[config.mk]
export PLATFORM = sky130hd
export DESIGN_NAME = tbird_seq
export DESIGN_NICKNAME = d
export VERILOG_FILES = /design/src/rtl/tbird_seq.sv
export SDC_FILE = /design/constraint.sdc
export NUM_CORES = 1
export LEC_CHECK = 0
export ABC_CLOCK_PERIOD_IN_PS = 1600
export BUFFER_PORTS_ARGS = -buffer_cell sky130_fd_sc_hd__buf_2
export CAP_MARGIN = 20
export CORE_UTILIZATION = 51
export CTS_BUF_LIST = sky130_fd_sc_hd__clkbuf_4 sky130_fd_sc_hd__clkbuf_8
export CTS_CLUSTER_DIAMETER = 40
export DETAILED_ROUTE_END_ITERATION = 10
export PLACE_DENSITY = 0.8
export SYNTH_ARGS = -nofsm -noshare
export SYNTH_HDL_FRONTEND = slang
export SYNTH_SLANG_ARGS = --single-unit
[constraint.sdc]
create_clock -name clk -period 1.6 [get_ports clk]
set_input_delay 0.16 -clock clk [delete_from_list [all_inputs] [get_ports clk]]
set_output_delay 0.16 -clock clk [all_outputs]
set_load 0.02 [all_outputs]
[src/rtl/tbird_seq.sv]
// tbird_seq: parametrised tail-light sequencer (left/right sweep, hazard flash); optional brake input under TBIRD_BRAKE_EN
module tbird_seq #(
  parameter int LAMPS = 3,
  parameter int DIV   = 1
) (
  input  logic             clk,
  input  logic             reset,
  input  logic             left,
  input  logic             right,
  input  logic             hazard,
`ifdef TBIRD_BRAKE_EN
  input  logic             brake,
`endif
  output logic [LAMPS-1:0] lamp_l,
  output logic [LAMPS-1:0] lamp_r,
  output logic [1:0]       mode
);
  localparam int CW = DIV > 1 ? $clog2(DIV) : 1;
  localparam int SW = $clog2(LAMPS + 1);
  typedef enum logic [1:0] {IDLE = 2'b00, LEFT = 2'b01, RIGHT = 2'b10, HAZ = 2'b11} state_t;
  state_t state_q, state_d;
  logic [CW-1:0] cnt_q;
  logic [SW-1:0] step_q, step_d, step_inc;
  logic [LAMPS-1:0] ll_q, ll_d, lr_q, lr_d, therm;
  logic tick, hz_req, l_req, r_req;
  assign tick     = cnt_q == CW'(DIV - 1);
  assign hz_req   = hazard | (left & right);
  assign l_req    = left & ~right & ~hazard;
  assign r_req    = right & ~left & ~hazard;
  assign step_inc = step_q + 1'b1;
  // thermometer of the step being entered: lamps below step_inc are lit
  for (genvar i = 0; i < LAMPS; i++) begin : g_therm
    assign therm[i] = i < int'(step_inc);
  end
  // free-running prescaler, wraps on tick
  always_ff @(posedge clk or posedge reset)
    if (reset) cnt_q <= '0;
    else cnt_q <= tick ? '0 : cnt_q + 1'b1;
  // next mode, step and lamp image; everything holds between ticks
  always_comb begin
    state_d = state_q;
    step_d  = step_q;
    ll_d    = ll_q;
    lr_d    = lr_q;
    if (tick) begin
      case (state_q)
        IDLE: begin
          if (hz_req) begin
            state_d = HAZ;
            ll_d    = '1;
            lr_d    = '1;
          end else if (l_req || r_req) begin
            state_d = l_req ? LEFT : RIGHT;
            step_d  = SW'(1);
            ll_d    = l_req ? therm : '0;
            lr_d    = l_req ? '0 : therm;
          end
        end
        LEFT, RIGHT: begin
          if (hz_req) begin
            state_d = HAZ;
            step_d  = '0;
            ll_d    = '1;
            lr_d    = '1;
          end else if (step_q < SW'(LAMPS)) begin
            step_d = step_inc;
            ll_d   = state_q == LEFT ? therm : '0;
            lr_d   = state_q == RIGHT ? therm : '0;
          end else begin
            state_d = IDLE;
            step_d  = '0;
            ll_d    = '0;
            lr_d    = '0;
          end
        end
        HAZ: begin
          state_d = hz_req ? HAZ : IDLE;
          step_d  = '0;
          ll_d    = hz_req ? ~ll_q : '0;
          lr_d    = hz_req ? ~lr_q : '0;
        end
        default: state_d = IDLE;
      endcase
    end
  end
  // state, step and lamp registers
  always_ff @(posedge clk or posedge reset)
    if (reset) begin
      state_q <= IDLE;
      step_q  <= '0;
      ll_q    <= '0;
      lr_q    <= '0;
    end else begin
      state_q <= state_d;
      step_q  <= step_d;
      ll_q    <= ll_d;
      lr_q    <= lr_d;
    end
`ifdef TBIRD_BRAKE_EN
  assign lamp_l = ll_q | {LAMPS{brake & (state_q == IDLE || state_q == RIGHT)}};
  assign lamp_r = lr_q | {LAMPS{brake & (state_q == IDLE || state_q == LEFT)}};
`else
  assign lamp_l = ll_q;
  assign lamp_r = lr_q;
`endif
  assign mode = state_q;
endmodule

==> results.cfg, run 1 <==
[run_status]
status = completed

[critical_path]
startpoint = mode[0]$_DFFE_PP0P_
crit_chain = inv_2 > ha_1 > or4b_1 > o211ai_1 > o21a_1
critPathLaunchType = flip-flop
end_kind = flip-flop
path_class = reg2reg
cp_slowest_cell = or4b_1
worst_path_largest_cell_delay_ps = 450
required_ps = 1820
path_max_fanout = 5
worstSetupEndpoint = step_q[0]$_DFFE_PP0P_
r2r-end = step_q[0]$_DFFE_PP0P_
r2r_start = mode[0]$_DFFE_PP0P_
cp_data_arrival_time_ps = 1790
rrSetupSlack_ps = 30
r2r_cells = 5

[run]
cap_violations = 0

[synthesis]
synth.distinct_cells = 31
netlist.area_leader.share = 0.317
ys_warn_count = 0
avgSynthCellArea_um2 = 8.49
async_reset_ff_frac = 1.00
synthCells = 93
ys_seq_area_frac = 0.317
synth-edff-count = 0
synthTopCellsByArea = dfrtp_1 32%, ha_1 13%, nand2b_1 6.3%
mappedNetlistArea_um2 = 790
ys_seq_elements = 10
syn-num-nets = 106
synth_area_leader_cell = dfrtp_1
synth_flop_cell = dfrtp_1

[floorplanning]
dieArea_um2 = 1710
ios = 13
row_count = 13
start_util = 0.578
dieWidth_um = 41.3
core-area_um2 = 1370
die_y_um = 41.3

[power_and_ir_drop]
ir_drop_mv = 0.884
p_per_area_nw_per_um2 = 1930
power.leakage_uw = 0.000442

[global_routing]
grt_pass1_wl_mm = 2.61
globalRouteTotalUtil = 0.246
globalRoute.totalOverflow = 0
grt_max_degree = 12
antenna_found_initial = 0
grt_pass1_vias = 629

[route]
firstDrtPassIters = 4
drt_iter0_drc = 17
wl_mm = 1.79
drc_errors = 0
num_vias = 725
viasPerCell = 5.89
ant_nets = 0
wl_per_cell_um = 14.5

[sta]
skew_ps = 7.30
tns_ps = 0
setup_ws_ps = 30.4
fmax_mhz = 637
setup_viol_count_final = 0
grt_setup_unrepaired = true
post-route-period-util = 0.981
fin_crit_ps = 1570
tightest_slew_ps = 468
hold_viol = 0
slew_viol_final = 0
relSlewSlack = 0.684

[layout]
finalNetCount = 122
areaGrowthSynthToFinish_pct = 16.5
antenna_cells = 0
drive_gt1_frac = 0.278

[placed_design]
dp_hpwl_mm = 1.33
pre_cts_slack_ps = 35.7
place.gp.congestion = 0.880
io_buffers = 12

[clocking]
clockRootBuffer = clkbuf_4
clk_latency_ps = 270
numCtsBuffers = 3
path_clk_slew_ps = 70
clk_path_buf_depth = 2
htree_levels = 1
cts_tree = built
cts_sinks = 10

[hold_path]
hp-class = in2reg
synth_stat cells, types with 2 or more instances:
| library cell | instances |
|---|---|
| ha_1 | 8 |
| buf_2 | 2 |
| a21o_2 | 3 |
| a31oi_1 | 6 |
| inv_1 | 6 |
| nand2_1 | 7 |
| clkbuf_1 | 3 |
| nor3_1 | 2 |
| nor2_1 | 3 |
| a21oi_1 | 7 |
| o21ai_0 | 7 |
| nand2b_1 | 8 |
| o21bai_1 | 4 |
| dfrtp_1 | 10 |
stage by stage:
stage,total power (uW),hold WS (ps),utilization,std cells,area [um2]
final,1780,261,0.673,123,920
after global routing,1920,276,0.673,123,920
after CTS,1720,260,0.659,122,901
after detailed placement,1500,157,0.630,117,861
after global placement,1470,155,0.630,117,861
after floorplan,1220,0.0432,-,93,792
cells in the final DEF, fill, tap and decap left out, types with 4 or more instances in the layout:
master / n
a21oi_1: 7
buf_2: 12
buf_4: 4
clkbuf_4: 4
ha_1: 8
nand2b_1: 8
inv_1: 4
a31oi_1: 6
dfrtp_1: 8
o21ai_0: 5
nand2_1: 7
where the power goes:
group	total (uW)	internal, uW	switching, uW
combinational	1080	484	598
sequential	487	375	111
clock	210	114	95.9
total	1780	973	805
worst max-delay path, delay by kind of cell (launching register included):
kind | cells | cell delay [ps]
and+or+nand+nor | 1 | 450
DFF | 1 | 410
adders and majority gates | 1 | 340
AOI/OAI and AO/OA | 2 | 240
buffers and inverters | 1 | 60
flip-flops by register name (all words and copies together), names as in the netlist:
register	flops
lamp_l	3
lamp_r	3
mode	2
step_q	2
cells by family after synthesis:
group	count (synthesis)	synth area share
compound gates	34	0.276
xor+xnor	1	0.0111
fa+ha+maj	8	0.127
buf+inv	12	0.0697
flops	10	0.317
mux	1	0.0143
simple gates	27	0.185
worst min-delay path by stage:
stage	slack [ps]	cells past startpoint	to	start
CTS	260	3	mode[0]$_DFFE_PP0P_	left
floorplan	0.04	1	lamp_l[0]$_DFFE_PP0P_	reset
detailed placement	160	2	step_q[1]$_DFFE_PP0P_	reset
finish	260	3	mode[0]$_DFFE_PP0P_	left
global placement	160	2	step_q[1]$_DFFE_PP0P_	reset
global route	280	3	mode[0]$_DFFE_PP0P_	left
area by class of cell:
| cell class | instances | area (um2) |
|---|---|---|
| Timing Repair Buffer | 17 | 100 |
| Tap cell | 15 | 18.8 |
| Multi-Input combinational cell | 71 | 495 |
| Clock buffer | 4 | 30.0 |
| Sequential cell | 10 | 253 |
| Fill cell | 128 | 447 |
| Inverter | 6 | 22.5 |
metal layers:
layer  wire, um  part of all wire  up-vias  global-route usage
li1           -                 -      360                   -
met1        827              0.46      328               0.296
met2        794              0.44       28               0.367
met3        101             0.056        9              0.0585
met4         64             0.036        0               0.202
met5          0                 0        -                   0
timing repair:
item | in CTS | in global routing
setup buffers | 0 | 1
setup endpoints to repair | 0 | 7
gates resized for setup | 0 | 6
endpoints found under the hold margin | 10 | 0
hold buffers | 1 | 0
Note: power is estimated with default switching activity, not from simulation.
==> inputs of run 2 (changes only) <==
==> config.mk (replaced) <==
export PLATFORM = sky130hd
export DESIGN_NAME = tbird_seq
export DESIGN_NICKNAME = d
export VERILOG_FILES = /design/src/rtl/tbird_seq.sv
export SDC_FILE = /design/constraint.sdc
export NUM_CORES = 1
export LEC_CHECK = 0
export ABC_CLOCK_PERIOD_IN_PS = 1750
export BUFFER_PORTS_ARGS = -buffer_cell sky130_fd_sc_hd__buf_2
export CAP_MARGIN = 20
export CORE_UTILIZATION = 57
export CTS_BUF_LIST = sky130_fd_sc_hd__clkbuf_4 sky130_fd_sc_hd__clkbuf_8
export CTS_CLUSTER_DIAMETER = 40
export DETAILED_ROUTE_END_ITERATION = 10
export PLACE_DENSITY = 0.85
export SYNTH_ARGS = -nofsm -noshare
export SYNTH_HDL_FRONTEND = slang
export SYNTH_SLANG_ARGS = --single-unit
==> constraint.sdc (replaced) <==
create_clock -name clk -period 1.75 [get_ports clk]
set_input_delay 0.175 -clock clk [delete_from_list [all_inputs] [get_ports clk]]
set_output_delay 0.175 -clock clk [all_outputs]
set_load 0.02 [all_outputs]
==> results.cfg, run 2 (synthesis gave the netlist of run 1 again) <==
[route]
wl_mm = 1.74
viasPerCell = 5.94
num_vias = 713
drt_iter0_drc = 32
ant_nets = 0
drc_errors = 0
firstDrtPassIters = 4
wl_per_cell_um = 14.5

[run_status]
status = completed

[layout]
finalNetCount = 120
mostFrequentLayoutCell = buf_2
layout_common_cells = 12 x buf_2, 10 x dfrtp_1, 8 x nand2b_1, 8 x ha_1
areaGrowthSynthToFinish_pct = 12.4
antenna_cells = 0
drive_gt1_frac = 0.210

[critical_path]
r2r_cells = 5
critPathLaunchType = flip-flop
path_max_fanout = 7
cp_data_arrival_time_ps = 1870
required_ps = 1960
end_kind = flip-flop
path_class = reg2reg

[global_routing]
globalRouteTotalUtil = 0.262
grt_pass1_wl_mm = 2.62
globalRoute.totalOverflow = 0
grt_pass1_vias = 597
antenna_found_initial = 0
grt_max_degree = 12

[sta]
hold_viol = 0
grt_setup_unrepaired = false
setup_viol_count_final = 0
post-route-period-util = 0.947
tns_ps = 0
skew_ps = 2.20
relSlewSlack = 0.735
fmax_mhz = 603
tightest_slew_ps = 394
fin_crit_ps = 1660
slew_viol_final = 0
holdWs_ps = 286

[placed_design]
place.gp.congestion = 0.862
io_buffers = 12
dp_hpwl_mm = 1.34

[clocking]
cts_sinks = 10
clockRootBuffer = clkbuf_4
cts_tree = built
cts_setup_buffers = 0
clk_latency_ps = 270
numCtsBuffers = 3
clk_path_buf_depth = 2
path_clk_slew_ps = 70
htree_levels = 1

[power_and_ir_drop]
power.leakage_uw = 0.000430
p_per_area_nw_per_um2 = 1730
ir_drop_mv = 0.937

[floorplanning]
die_y_um = 39.2
row_count = 13
ios = 13
dieWidth_um = 39.2
core-area_um2 = 1300
start_util = 0.607
dieArea_um2 = 1540

[hold_path]
hp-class = in2reg
min_delay_path_depth = 3

[run]
cap_violations = 0
run 2: metal layers:
metal	track usage	up-vias	routed length, um
li1	-	351	-
met1	0.347	333	828
met2	0.404	23	801
met3	0.0347	6	61
met4	0.138	0	53
met5	0	-	0
run 2: layout make-up:
cell class                      count  area [um2]
Multi-Input combinational cell     71         488
Fill cell                         115         414
Sequential cell                    10         250
Timing Repair Buffer               15        85.1
Clock buffer                        3        22.5
Inverter                            6        22.5
Tap cell                           15        18.8
run 2: worst max-delay path, stage by stage, from the launching register on:
cell and delay [ps]:
dfrtp_1 410, inv_1 110, ha_1 400, or4b_1 460, o211ai_1 90, o21a_1 130
run 2: through the flow:
stage	worst slack [ps]	cells	util	power [uW]	instance area, um2
after floorplan	90.1	93	-	1110	790
after global placement	177	116	0.654	1330	851
after detailed placement	95.0	116	0.654	1370	851
after CTS	88.1	120	0.679	1530	883
after global routing	6.17	120	0.682	1650	887
final	92.8	120	0.682	1530	887
run 2: timing repair:
item | in CTS | in global routing
gates resized for setup | 0 | 1
endpoints found under the setup margin | 0 | 1
hold buffers | 1 | 0
endpoints found under the hold margin | 10 | 0
run 2: path summary, 6_finish.rpt:
check | start | endpoint | slack, ps
worst min register to register | lamp_r[2]$_DFFE_PP0P_ | lamp_r[2]$_DFFE_PP0P_ | 510
min in group asynchronous | reset | lamp_l[0]$_DFFE_PP0P_ | 420
worst min-delay path | left | mode[0]$_DFFE_PP0P_ | 290
worst max-delay path | mode[0]$_DFFE_PP0P_ | step_q[0]$_DFFE_PP0P_ | 90
max in group asynchronous | reset | lamp_r[1]$_DFFE_PP0P_ | 1060
worst max register to register | mode[0]$_DFFE_PP0P_ | step_q[0]$_DFFE_PP0P_ | 90
run 2: report_power, final:
group	internal [uW]	switching [uW]	leakage, uW
Sequential	339	101	0.000123
Clock	79.6	82.2	0.0000138
Combinational	416	515	0.000294
Total	834	698	0.000430
